--- src/rtl/bit_serializer_tx_if.sv ---
// Word-in / bit-out bundle for the serializer: the producer side holds the master modport.
interface bit_serializer_tx_if #(
    parameter int WIDTH = 8
) ();
    logic [WIDTH-1:0] in_data;
    logic             in_valid;
    logic             in_ready;
    logic             ser_out;
    logic             ser_valid;
    logic             word_done;
    logic             busy;

    modport master (
        output in_data, in_valid,
        input  in_ready, ser_out, ser_valid, word_done, busy
    );

    modport slave (
        input  in_data, in_valid,
        output in_ready, ser_out, ser_valid, word_done, busy
    );
endinterface

--- src/rtl/bit_serializer_tx.sv ---
// Parallel-to-serial shifter: one-word holding register feeding a shift register, BIT_DIV clks per bit.
// First bit appears one clk after the accept edge; in_ready is simply !hold_full, so back-to-back words run gap-free.
module bit_serializer_tx #(
    parameter int WIDTH     = 8,
    parameter int BIT_DIV   = 1,
    parameter int MSB_FIRST = 1
) (
    input  logic               clk,
    input  logic               rst_n,
    bit_serializer_tx_if.slave bus
);
    localparam int BW = $clog2(WIDTH);
    localparam int DW = $clog2(BIT_DIV) + 1;
    localparam logic [BW-1:0] BIT_LAST = BW'(WIDTH - 1);
    localparam logic [DW-1:0] DIV_LAST = DW'(BIT_DIV - 1);

    localparam logic [0:0] IDLE  = 1'b0;
    localparam logic [0:0] SHIFT = 1'b1;

    logic [0:0]       state_q, state_d;
    logic [WIDTH-1:0] hold_q, hold_d;
    logic             hold_full_q, hold_full_d;
    logic [WIDTH-1:0] shift_q, shift_d;
    logic [BW-1:0]    bit_cnt_q, bit_cnt_d;
    logic [DW-1:0]    div_cnt_q, div_cnt_d;
    logic             word_done_q, word_done_d;

    logic accept;
    logic div_end;
    logic out_bit;

    assign accept  = bus.in_valid && !hold_full_q;
    assign div_end = (div_cnt_q == DIV_LAST);
    assign out_bit = (MSB_FIRST != 0) ? shift_q[WIDTH-1] : shift_q[0];

    always_comb begin
        state_d     = state_q;
        hold_d      = hold_q;
        hold_full_d = hold_full_q;
        shift_d     = shift_q;
        bit_cnt_d   = bit_cnt_q;
        div_cnt_d   = div_cnt_q;
        word_done_d = 1'b0;

        // accept needs an empty hold, a reload needs a full one: never both on one edge
        if (accept) begin
            hold_d      = bus.in_data;
            hold_full_d = 1'b1;
        end

        case (state_q)
            IDLE: begin
                if (hold_full_q) begin
                    shift_d     = hold_q;
                    hold_full_d = 1'b0;
                    bit_cnt_d   = BIT_LAST;
                    div_cnt_d   = '0;
                    state_d     = SHIFT;
                end
            end
            SHIFT: begin
                if (!div_end) begin
                    div_cnt_d = div_cnt_q + DW'(1);
                end else if (bit_cnt_q != '0) begin
                    shift_d   = (MSB_FIRST != 0) ? {shift_q[WIDTH-2:0], 1'b0}
                                                 : {1'b0, shift_q[WIDTH-1:1]};
                    bit_cnt_d = bit_cnt_q - BW'(1);
                    div_cnt_d = '0;
                end else begin
                    word_done_d = 1'b1;
                    div_cnt_d   = '0;
                    if (hold_full_q) begin
                        shift_d     = hold_q;
                        hold_full_d = 1'b0;
                        bit_cnt_d   = BIT_LAST;
                    end else begin
                        state_d = IDLE;
                    end
                end
            end
            default: state_d = IDLE;
        endcase
    end

    always_ff @(posedge clk or negedge rst_n) begin
        if (!rst_n) begin
            state_q     <= IDLE;
            hold_q      <= '0;
            hold_full_q <= 1'b0;
            shift_q     <= '0;
            bit_cnt_q   <= '0;
            div_cnt_q   <= '0;
            word_done_q <= 1'b0;
        end else begin
            state_q     <= state_d;
            hold_q      <= hold_d;
            hold_full_q <= hold_full_d;
            shift_q     <= shift_d;
            bit_cnt_q   <= bit_cnt_d;
            div_cnt_q   <= div_cnt_d;
            word_done_q <= word_done_d;
        end
    end

    assign bus.in_ready  = !hold_full_q;
    assign bus.ser_valid = (state_q == SHIFT);
    assign bus.ser_out   = (state_q == SHIFT) && out_bit;
    assign bus.word_done = word_done_q;
    assign bus.busy      = (state_q == SHIFT) || hold_full_q;
endmodule

--- src/flat_wrapper.sv ---
// flat-port wrapper written by rule: the top's interface ports become plain ports
module bit_serializer_tx_flat 
#(
    parameter int WIDTH     = 8,
    parameter int BIT_DIV   = 1,
    parameter int MSB_FIRST = 1
)
  (clk, rst_n, bus_in_data, bus_in_valid, bus_in_ready, bus_ser_out, bus_ser_valid, bus_word_done, bus_busy);
  bit_serializer_tx_if #(.WIDTH(WIDTH)) bus_i ();
  input  logic clk;
  input  logic rst_n;
  input wire logic [$bits(bus_i.in_data)-1:0] bus_in_data;
  input wire logic [$bits(bus_i.in_valid)-1:0] bus_in_valid;
  output wire logic [$bits(bus_i.in_ready)-1:0] bus_in_ready;
  output wire logic [$bits(bus_i.ser_out)-1:0] bus_ser_out;
  output wire logic [$bits(bus_i.ser_valid)-1:0] bus_ser_valid;
  output wire logic [$bits(bus_i.word_done)-1:0] bus_word_done;
  output wire logic [$bits(bus_i.busy)-1:0] bus_busy;
  assign bus_i.in_data = bus_in_data;
  assign bus_i.in_valid = bus_in_valid;
  assign bus_in_ready = bus_i.in_ready;
  assign bus_ser_out = bus_i.ser_out;
  assign bus_ser_valid = bus_i.ser_valid;
  assign bus_word_done = bus_i.word_done;
  assign bus_busy = bus_i.busy;
  bit_serializer_tx #(.WIDTH(WIDTH), .BIT_DIV(BIT_DIV), .MSB_FIRST(MSB_FIRST)) u_core (.clk(clk), .rst_n(rst_n), .bus(bus_i));
endmodule
--- config.mk ---
export PLATFORM = sky130hd
export DESIGN_NAME = bit_serializer_tx_flat
export DESIGN_NICKNAME = d
export VERILOG_FILES = /design/src/rtl/bit_serializer_tx_if.sv /design/src/rtl/bit_serializer_tx.sv /design/src/flat_wrapper.sv
export SDC_FILE = /design/constraint.sdc
export NUM_CORES = 1
export LEC_CHECK = 0
export CAP_MARGIN = 20
export CORE_MARGIN = 4
export CORE_UTILIZATION = 49
export CTS_BUF_LIST = sky130_fd_sc_hd__clkbuf_4
export DETAILED_ROUTE_END_ITERATION = 12
export PLACE_DENSITY = 0.76
export SLEW_MARGIN = 20
export SYNTH_ARGS = -nofsm -noshare
export SYNTH_HDL_FRONTEND = slang
export SYNTH_SLANG_ARGS = --single-unit
--- constraint.sdc ---
create_clock -name clk -period 1.3 [get_ports clk]
set_input_delay 0.13 -clock clk [delete_from_list [all_inputs] [get_ports clk]]
set_output_delay 0.13 -clock clk [all_outputs]
set_load 0.01 [all_outputs]
Word-level counts from Yosys, hierarchy flattened:

Index checks and enable logic that the tools add are counted.

* bits in latches: 0
* word-level logic and storage cells: 40
* register bits after elaboration: 23
* output and inout bits: 5
* memories: 0
* bits in writable memories: 0
* bits in read-only memories: 0
* input port bits: 11

* div/mod/pow operators: 0
* multipliers: 0
* bitwise operators: 1
* $lt $le $gt $ge: 0
* shift operators: 0
* multiplexer cells: 23
* reduce and logical (&&, ||, !) cells: 5
* add/subtract/negate cells: 2
* equality and inequality tests: 2

Operator list (count)
* 8-bit two-way mux: 3
* 8-bit case mux with 2 select lines: 1
* 1-bit two-way mux: 12
* 3-bit two-way mux: 3
* 1-bit case mux with 2 select lines: 3
* 3-bit case mux with 2 select lines: 1
* 3-bit nonzero test: 1
* 3-bit by 1-bit subtractor with 3-bit output (second input constant): 1
* 1-bit logical AND: 2
* 2-bit by 1-bit inequality test with 1-bit output (second input constant): 1
* 2-bit inequality test (second input constant): 1
* 1-bit adder (second input constant): 1
* 1-bit zero test: 1
* 1-bit logical OR: 1
* 1-bit inverter: 1

Logic depth before layout (Yosys ltp):

* depth in word-level cells: 7
* depth in mapped cells: 6
* mapped depth without buffers: 5

Worst setup path before layout:

Ideal clock, no wire load.

* kind: flip-flop to flip-flop
* from: register u_core.bit_cnt_q[0]
* to: register u_core.bit_cnt_q[0]
* arrival time: 1132 ps
* library setup time: 124 ps
* data required time: 1176 ps
* path slack: 43 ps
* period minus slack after synthesis: 1257 ps
* buffers on the path: 1
* stages on the path, launching flop included: 7
* cell sequence: dfrtp_1 inv_1 ha_1 nand2b_4 buf_6 a211oi_2 a21oi_2

* longest elaborated chain between the ends: 4
* elaborated cells on any way between the ends: 6
* those cells by class: 1 x add/sub; 4 x mux; 1 x reduce/logical

Ends and longest elaborated chain
* start, declared: line bit_serializer_tx.sv:24 `logic [BW-1:0] bit_cnt_q, bit_cnt_d;`
* start signal, assigned: line bit_serializer_tx.sv:99 `bit_cnt_q <= bit_cnt_d;`
* 3-bit by 1-bit subtractor with 3-bit output (tied with other cells): line bit_serializer_tx.sv:67 `bit_cnt_d = bit_cnt_q - BW'(1);`
* 3-bit two-way mux: line bit_serializer_tx.sv:64 `end else if (bit_cnt_q != '0) begin`
* 3-bit two-way mux: line bit_serializer_tx.sv:62 `if (!div_end) begin`
* 3-bit case mux with 2 select lines (*): line bit_serializer_tx.sv:51 `case (state_q)`
* via u_core.bit_cnt_d[0]: line bit_serializer_tx.sv:24

The timed path passes the listed nets; every way through them passes the cells marked *. The select of a mux whose other input is x is not followed.
A chain may end at the register's enable or synchronous reset.

Final worst setup path:

* from: register u_core.hold_full_q
* to: register u_core.hold_q[7]

* longest elaborated chain between the ends: 2

Ends and longest elaborated chain
* start, declared: line bit_serializer_tx.sv:22 `logic hold_full_q, hold_full_d;`
* start signal, assigned: line bit_serializer_tx.sv:97 `hold_full_q <= hold_full_d;`
* 1-bit zero test: line bit_serializer_tx.sv:32 `assign accept = bus.in_valid && !hold_full_q;`
* 1-bit logical AND: line bit_serializer_tx.sv:32
* end signal, assigned: line bit_serializer_tx.sv:96 `hold_q <= hold_d;`
* end, declared: line bit_serializer_tx.sv:21 `logic [WIDTH-1:0] hold_q, hold_d;`

Every way passes these cells.

==> reports/metrics.yaml <==
global_route:
  grt_pass1_vias: 663
  grt_pass1_wl_um: 3284
  grt_usage_pct: 15.64
  grt_overflow_total: 0
  antenna_found_initial: 0
  grt_max_degree: 23
die:
  die_w_um: 54.89
  design.core.area_um2: 2022
  die_area_um2: 3013
  num_io_pins: 16
  dieHeight_um: 54.89
  start_util_pct: 53.28
  placementRows: 16
cells_and_area:
  drive_gt1_share_pct: 41.12
  area_delta_synth_final_pct: 25.20
  n_antenna_cell: 0
  num-nets-final: 122
  post-route-util_pct: 66.71
  stdcell_area_um2: 1349
clock_network:
  root_buffer: "clkbuf_4"
  clkTransAtPathRegs_ns: 0.11
  clock_sinks: 22
  cts_tree: "built"
  cts_buffers: 3
  clock_latency_ns: 0.29
  htreeDepth: 1
  clock_path_buffers: 2
synthesis:
  yosysTopAreaCellShare_pct: 51.10
  syn_nets: 94
  synth_top_cell_by_area: "dfrtp_1"
  synth.distinct_cells: 22
  synth_warnings: 0
  postSynthCellCount: 81
  syn_area_um2: 1077
  yosysSeqAreaShare_pct: 51.10
  syn_area_per_cell_um2: 13.30
  netlist_top_cells_area: "dfrtp_1 51%, mux2_4 11%, mux2i_1 7.4%"
  synth-seq-cells: 22
hold_path:
  hold_class: "in2async"
power_and_ir_drop:
  powerDensity_nw_per_um2: 2194
  max-vdd-ir-drop_mv: 1.164
  leakagePower_uw: 0.0006428
detailed_routing:
  drc: 0
  firstDrtPassIters: 4
  dr_total_vias: 692
  wl_per_cell_um: 14.46
  drt_iter0_markers: 9
  routed_wl_um: 1938
  vias_per_cell: 5.164
  ant_nets: 0
timing:
  setup_viol: 0
  relSlewSlack_pct: 81.38
  timing.fmax_ghz: 0.7907
  hold_viol: 0
  min_period_ns: 1.265
  finalCritPeriodShare_pct: 97.29
  finalClockSkew_ns: 0.002824
  final.setup.tns_ns: 0
  timing.final.ws_setup_ns: 0.03527
  rsz0062_at_grt: "false"
  drv_slew: 0
  worstMarginPinSlew_ns: 0.2793
critical_path:
  crit_type: "reg2reg"
  timing.critical_path.max_delay_family: "flip-flops"
  required_ns: 1.49
  cp_slowest_cell: "dfrtp_1"
  worstPathArrival_ns: 1.46
  reg2regPathDepth: 4
  endpoint_kind: "register"
  crit_cells: 4
  crit_chain: "buf_4, nor2b_4, buf_12, mux2_4"
  startpoint_type: "register"
  path_max_fanout: 9
  critPathMaxStageDelay_ns: 0.42
  crit_buf_inv: 2
placement:
  globalplace.congestion: 0.7507
  dpl.hpwl_um: 1357
  dpl_cell_area_um2: 1280
  io_buffers: 15
  post-place-ws_ns: -0.04218
status:
  status: "complete, no violations"
flow_run:
  maxCapViolCount: 0
-- cells in the mapped netlist --
master,instances
o32a_1,1
ha_1,2
nand2b_4,1
nor2b_2,1
nand3_1,7
buf_2,1
mux2_4,8
dfrtp_1,22
nor3_1,1
inv_1,4
or2_1,1
mux2i_1,8
a21oi_1,1
nand2_1,1
and2_1,1
a21oi_2,2
a211oi_2,2
and2_4,1
nor2_1,3
buf_6,5
o21ai_2,7
a21o_1,1
-- area by class of cell --
class                   count  area (um2)
repair buffers             28       251.5
inverters                   4       15.01
multi-input cells          50       475.5
fillers                   149       673.1
well taps                  27       33.78
clock buffers               3       22.52
flip-flops and latches     22       550.5
-- per-layer routing --
| layer | track usage, % | vias up | share of wire [%] |
|---|---|---|---|
| li1 | - | 336 | - |
| met1 | 20.62 | 338 | 45 |
| met2 | 25.20 | 14 | 49 |
| met3 | 3.217 | 4 | 4.5 |
| met4 | 6.073 | 0 | 1.4 |
| met5 | 0 | - | 0 |
-- report_power, final --
group	switching (uW)	internal, uW
clock network	184	108
logic	668	848
registers	178	974
-- layout by cell type (no fill, tap or decap), types with 2 or more instances in the layout --
| cell type | count |
|---|---|
| nor2_1 | 3 |
| nand3_1 | 7 |
| clkbuf_4 | 3 |
| a21oi_2 | 2 |
| clkdlybuf4s50_1 | 10 |
| buf_4 | 12 |
| dfrtp_1 | 22 |
| dlygate4sd2_1 | 3 |
| mux2i_1 | 8 |
| a211oi_2 | 2 |
| o21ai_2 | 7 |
| inv_2 | 3 |
| mux2_4 | 8 |
-- kinds of logic (layout without fill, tap and decap cells) --
logic type	after synthesis	after routing	share of synthesized area, %
AO/OA/AOI/OAI	14	14	11.73
flip-flops	22	22	51.10
AND/OR/NAND/NOR	17	18	9.175
multiplexers	16	16	18.58
adder cells (fa/ha/maj)	2	2	2.323
buffers and inverters	10	35	7.084
-- repair_timing --
item	4_1_cts	5_1_grt
buffers inserted	3	2
hold buffers	0	0
pin swaps	2	0
cloned	1	0
endpoints found under the setup margin	7	12
gates resized for setup	10	5
-- through the flow --
stage	hold WS (ns)	total power [uW]	cells
after floorplan	-0.1656	2212	81
after detailed placement	0.4952	2556	126
after CTS	0.1755	2884	132
after global placement	0.4975	2497	126
final	0.1740	2959	134
after global routing	0.1724	3181	134
-- state kept, by name, indices dropped and copies added, names as in the netlist --
name and cells:
u_core.bus.word_done 1, u_core.bit_cnt_q 3, u_core.shift_q 8, u_core.bus.ser_valid 1, u_core.hold_full_q 1, u_core.hold_q 8
-- final timing paths --
kind,from,end,slack [ns]
setup / recovery,u_core.hold_full_q,u_core.hold_q[7],0.04
hold / removal,rst_n,u_core.bit_cnt_q[2],0.17
setup reg to reg,u_core.hold_full_q,u_core.hold_q[7],0.04
hold reg to reg,u_core.hold_q[0],u_core.hold_q[0],0.52
max in group asynchronous,rst_n,u_core.shift_q[4],0.91
min in group clk,bus_in_data[3],u_core.hold_q[3],0.44
-- worst register-to-register path: cells and delay by family, from the launching register on --
family / cells / cell delay, ns
buf+inv: 2 / 0.31
flops: 1 / 0.42
mux: 1 / 0.31
simple gates: 1 / 0.13
Note: power is estimated with default switching activity, not from simulation.
